<file path="config.mk">
export PLATFORM = sky130hd
export DESIGN_NAME = i_ref_history
export DESIGN_NICKNAME = d
export VERILOG_FILES = /design/src/rtl/i_ref_pkg.sv /design/src/rtl/i_ref_hist_buf.sv /design/src/rtl/i_ref_history.sv
export SDC_FILE = /design/constraint.sdc
export NUM_CORES = 1
export LEC_CHECK = 0
export ABC_AREA = 1
export BUFFER_PORTS_ARGS = -buffer_cell sky130_fd_sc_hd__clkbuf_2
export CELL_PAD_IN_SITES_DETAIL_PLACEMENT = 0
export CELL_PAD_IN_SITES_GLOBAL_PLACEMENT = 1
export CORE_UTILIZATION = 44
export CTS_BUF_LIST = sky130_fd_sc_hd__clkbuf_8
export DETAILED_ROUTE_END_ITERATION = 7
export PLACE_DENSITY = 0.84
export SYNTH_ARGS = -nofsm -noshare
export SYNTH_HDL_FRONTEND = slang
export SYNTH_HIERARCHICAL = 1
export SYNTH_SLANG_ARGS = --single-unit
</file>
<file path="constraint.sdc">
create_clock -name clk -period 2.9 [get_ports clk]
set_input_delay 0.145 -clock clk [delete_from_list [all_inputs] [get_ports clk]]
set_output_delay 0.145 -clock clk [all_outputs]
set_load 0.02 [all_outputs]
</file>
<file path="src/rtl/i_ref_pkg.sv">
// i_ref_pkg: shared state encoding, mode constants and circular-pointer helper for i_ref_history.
package i_ref_pkg;
    typedef enum logic [1:0] {TRACK, SCAN, DONE, HOLD} state_t;
    localparam logic MODE_TAP = 1'b0;
    localparam logic MODE_MAX = 1'b1;
    function automatic int wrap_dec(input int ptr, input int dec, input int depth);
        return (ptr >= dec) ? ptr - dec : ptr - dec + depth;
    endfunction
endpackage

</file>
<file path="src/rtl/i_ref_hist_buf.sv">
// i_ref_hist_buf: DEPTH x BUS_WIDTH history storage, one write port, combinational read, no reset.
module i_ref_hist_buf #(
    parameter int BUS_WIDTH = 10,
    parameter int DEPTH = 8,
    localparam int AW = $clog2(DEPTH)
) (
    input  logic                 clk,
    input  logic                 we,
    input  logic [AW-1:0]        wa,
    input  logic [BUS_WIDTH-1:0] d,
    input  logic [AW-1:0]        ra,
    output logic [BUS_WIDTH-1:0] q
);
    logic [BUS_WIDTH-1:0] mem [DEPTH];
    always_ff @(posedge clk)
        if (we) mem[wa] <= d;
    assign q = mem[ra];
endmodule

</file>
<file path="src/rtl/i_ref_history.sv">
// i_ref_history: circular i_ref sample history; on a went_unstable rising edge it freezes and
// scans back to return either the sample lag strobes ago (TAP) or the max of the newest lag+1 (MAX).
module i_ref_history
    import i_ref_pkg::*;
#(
    parameter int BUS_WIDTH = 10,
    parameter int DEPTH = 8,
    localparam int LAG_W = $clog2(DEPTH),
    localparam int CNT_W = $clog2(DEPTH + 1)
) (
    input  logic                 clk,
    input  logic                 rst,
    input  logic [BUS_WIDTH-1:0] i_ref,
    input  logic                 enable,
    input  logic                 ready,
    input  logic                 went_unstable,
    input  logic                 clear,
    input  logic [LAG_W-1:0]     lag,
    input  logic                 mode,
    output logic [BUS_WIDTH-1:0] i_ref_max,
    output logic                 max_valid,
    output logic                 done,
    output logic                 busy,
    output logic [CNT_W-1:0]     fill_count
);
    localparam logic [BUS_WIDTH-1:0] ALL_ONES = '1;

    state_t               state, state_nx;
    logic                 went_q, trig, we, last, mode_q;
    logic [LAG_W-1:0]     wr_ptr, rd_ptr, k, eff_lag, lag_c, fill_m1;
    logic [BUS_WIDTH-1:0] acc, acc_nx, entry;

    assign trig    = enable & went_unstable & ~went_q;
    assign we      = (state == TRACK) & enable & ready & ~went_unstable & ~clear;
    assign rd_ptr  = LAG_W'(wrap_dec(int'(wr_ptr), int'(k) + 1, DEPTH));
    assign lag_c   = (int'(lag) > DEPTH - 1) ? LAG_W'(DEPTH - 1) : lag;
    assign fill_m1 = LAG_W'(fill_count - CNT_W'(1));
    assign last    = k == eff_lag;
    // k == 0 seeds the accumulator so stale acc from a previous scan never leaks in
    assign acc_nx  = (mode_q == MODE_MAX && k != '0 && acc > entry) ? acc : entry;
    assign busy    = state == SCAN;
    assign done    = state == DONE;

    i_ref_hist_buf #(.BUS_WIDTH(BUS_WIDTH), .DEPTH(DEPTH)) u_buf (
        .clk(clk),
        .we (we),
        .wa (wr_ptr),
        .d  (i_ref),
        .ra (rd_ptr),
        .q  (entry)
    );

    always_ff @(posedge clk or negedge rst)
        if (!rst) state <= TRACK;
        else      state <= state_nx;

    always_comb begin
        state_nx = state;
        case (state)
            TRACK:   state_nx = (trig && !clear) ? ((fill_count == '0) ? DONE : SCAN) : TRACK;
            SCAN:    state_nx = clear ? TRACK : (last ? DONE : SCAN);
            DONE:    state_nx = HOLD;
            HOLD:    state_nx = went_unstable ? HOLD : TRACK;
            default: state_nx = TRACK;
        endcase
    end

    // i_ref_max is loaded on entry to DONE so it is already valid while done is high
    always_ff @(posedge clk or negedge rst)
        if (!rst) begin
            went_q     <= 1'b0;
            wr_ptr     <= '0;
            fill_count <= '0;
            max_valid  <= 1'b0;
            i_ref_max  <= ALL_ONES;
            mode_q     <= MODE_TAP;
            eff_lag    <= '0;
            k          <= '0;
            acc        <= '0;
        end else begin
            went_q <= went_unstable;
            if (clear) begin
                wr_ptr     <= '0;
                fill_count <= '0;
                max_valid  <= 1'b0;
            end else if (we) begin
                wr_ptr <= (wr_ptr == LAG_W'(DEPTH - 1)) ? '0 : wr_ptr + 1'b1;
                if (fill_count != CNT_W'(DEPTH)) fill_count <= fill_count + 1'b1;
            end
            if (state == TRACK && trig && !clear) begin
                mode_q  <= mode;
                eff_lag <= (lag_c < fill_m1) ? lag_c : fill_m1;
                k       <= '0;
                if (fill_count == '0) i_ref_max <= ALL_ONES;
            end
            if (state == SCAN && !clear) begin
                acc <= acc_nx;
                k   <= k + 1'b1;
                if (last) begin
                    i_ref_max <= acc_nx;
                    max_valid <= 1'b1;
                end
            end
        end
endmodule

</file>
==> results.txt <==
Status: finished with violations
Failing checks: negative setup slack
Sequential-to-total area share from yosys stat: 55.33%
Cell with the largest stage delay on the worst path: fa_2
Area of the core: 13350 um^2
P&R area growth vs syn: 31.02%
CTS tree: done
Initial antenna violation count: 0
H-tree levels: 4
Most frequent cells in the layout: nand2_1 (156), inv_1 (135), edfxtp_1 (80)
Mapped Cells: 689
Port Buf Inserts: 36
Hold Vio Cnt, Final: 0
CTS root buf: clkbuf_8
Slew Viols, Final: 0
Cell Rows: 42
Via Count: 4870
Layout Nets: 846
Yosys warnings: 6
Worst slew margin: 33.32%
Die width: 119.6 um
Cell Area, Synth: 6083 um^2
IO Pins: 37
Clk buf depth: 2
Arrival time worst endpoint: 3.63 ns
Initial Utilization: 45.58%
Hpwl dp: 9.166 mm
Clock Skew: 0.008124 ns
Pin count of the biggest net entering global routing: 39
Worst-Skew Late Latency: 0.45 ns
Sink Count: 118
Count of different cell masters after synthesis: 35
Worst min path class: input pin to flop
First-pass GRT wire length: 22.64 mm
Wire per inst: 14.83 um
Achievable Freq: 301.5 MHz
Pre-CTS setup slack: -0.4379 ns
Multi-input gate area: 2360 um^2
Initial DRC count: 310
First drt pass iteration count: 5
Required time of the critical path: 3.21 ns
Post-synth top area share: 39.49%
Total routed wirelength: 14.74 mm
Crit-path max FO: 5
DIE AREA: 14300 um^2
Top post-synthesis cells by area: edfxtp_1 (39%), nand2_1 (12%), dfrtp_1 (12%)
Final global-route overflow total: 0
Clock period minus worst slack: 3.316 ns
Reg area: 3366 um^2
Setup Crit Path Kind: flop to flop
Placer Congestion: 0.8343
Clk slew on worst S/H paths: 0.08 ns
Worst path max stage delay: 0.58 ns
GRT Total Usage: 20.89%
Num CTS Buffers: 17
Kind of end point of the critical path: flop
Final setup violation count: 20
Commonest non-fill, non-tap cell in the layout: nand2_1
Number of vias per cell: 4.899
CP Launch Type: flop
# diodes: 0
Unrepaired setup endpoints after global routing: true
Routed Antenna Nets: 0
Final period util: 114.4%
Vias in the first global route: 4611
Yosys reg bits: 118
# DRC: 0
Max Cap Violations: 0
Worst Max-Slew Pin Slew: 1.000 ns
Share of cells above drive strength 1: 32.89%
Mean post-synth cell area: 8.829 um^2
Fin worst setup slack: -0.4165 ns
Chip height: 119.6 um
Fillers: 1127
CP Cell Sequence: inv_2 -> buf_6 -> ha_4 -> inv_2 -> fa_2 -> buf_6 -> clkbuf_16 -> nand3_2 -> nand2_2 -> nand2_2 -> nand2_2 -> inv_2 -> ha_4 -> nand2_4 -> inv_2 -> nand2_1 -> nand2_1 -> nand2_2 -> nand3_4 -> nand2_8 -> buf_12 -> nand2_1 -> nand3_1 -> o21ai_1
Post-synth net total: 730
Leading area contributor after synthesis: edfxtp_1
stage by stage:
| stage | setup TNS [ns] | util [%] | instances | cell area (um^2) | hold WS (ns) |
|---|---|---|---|---|---|
| floorplan | 0 | - | 689 | 6107 | -0.1506 |
| global placement | -6.283 | 50.80 | 927 | 6780 | 0.2909 |
| detailed placement | -7.498 | 50.80 | 927 | 6780 | 0.2969 |
| CTS | -6.450 | 55.55 | 979 | 7415 | 0.02286 |
| global route | -10.82 | 59.71 | 994 | 7970 | 0.01876 |
| finish | -7.739 | 59.71 | 994 | 7970 | 0.04698 |
critical path: cells and delay by family (launching register included):
kind / cells / cell delay, ns
simple gates: 12 / 0.96
fa+ha+maj: 3 / 0.94
buf+inv: 8 / 0.81
flops: 1 / 0.39
compound gates: 1 / 0.09
worst paths after layout:
path                                          from                   endpoint  slack, ns  depth (start not counted)
min in group asynchronous                      rst         acc[6]$_DFFE_PN0P_       0.39                          2
worst max-delay path              k[0]$_DFFE_PN0P_         acc[6]$_DFFE_PN0P_      -0.42                         24
worst min register to register  mode_q$_DFFE_PN0P_         mode_q$_DFFE_PN0P_       0.50                          2
max in group asynchronous                      rst      wr_ptr[1]$_DFFE_PN0P_       1.88                          2
worst min-delay path                      i_ref[7]  u_buf/mem[7][7]$_DFFE_PP_       0.05                          1
worst max register to register    k[0]$_DFFE_PN0P_         acc[6]$_DFFE_PN0P_      -0.42                         24
flip-flops by register name, summed over array words and instances (netlist names):
signal	flops
i_ref_max	10
state	2
wr_ptr	3
eff_lag	3
went_q	1
mode_q	1
max_valid	1
fill_count	4
acc	10
k	3
u_buf/mem	80
layer usage:
| layer | share of wire [%] | vias to the layer above | global-route usage, % | wire [um] |
|---|---|---|---|---|
| met5 | 0 | - | 0 | 0 |
| met4 | 2.0 | 0 | 7.266 | 295 |
| met3 | 4.1 | 29 | 4.705 | 605 |
| met2 | 51 | 125 | 35.62 | 7452 |
| met1 | 43 | 2332 | 26.05 | 6385 |
| li1 | - | 2384 | - | - |
synthesized netlist by cell type (all sizes together):
master and count:
nand2 215, inv 156, nand3 93, edfxtp 80, dfrtp 28, buf 22
o21ai 22, ha 20, nor2 15, dfstp 10, a21oi 9, xnor2 6
o22ai 3, a21boi 1, a22o 1, clkbuf 1, clkinv 1, fa 1
nand3b 1, nor3 1, o211ai 1, o21a 1, xor2 1
cell families (layout without fill, tap and decap cells):
group                    after synthesis  after routing  share of synthesized area (%)
AND/OR/NAND/NOR                      325            325                          23.04
buffers and inverters                180            309                          12.65
flip-flops                           118            118                          55.33
adder cells (fa/ha/maj)               21             21                          4.443
XOR/XNOR                               7              7                          1.008
AO/OA/AOI/OAI                         38             38                          3.538
cell type report:
type | count | share of cell area (%)
clock buffers | 17 | 2.936
flip-flops and latches | 118 | 42.23
repair buffers | 120 | 13.44
inverters | 157 | 7.504
clock inverters | 15 | 1.523
multi-input cells | 391 | 29.61
well taps | 176 | 2.763
what timing repair did:
item / CTS / global route
gates resized for setup: 24 / 89
cloned: 2 / 4
endpoints found under the setup margin: 20 / 20
endpoints found under the hold margin: 99 / 0
pin swaps: 6 / 52
hold buffers: 13 / 0
buffers inserted: 5 / 11
Power is not shown: default switching activity piles up to over one toggle a cycle in this logic, so the estimate is an artifact.
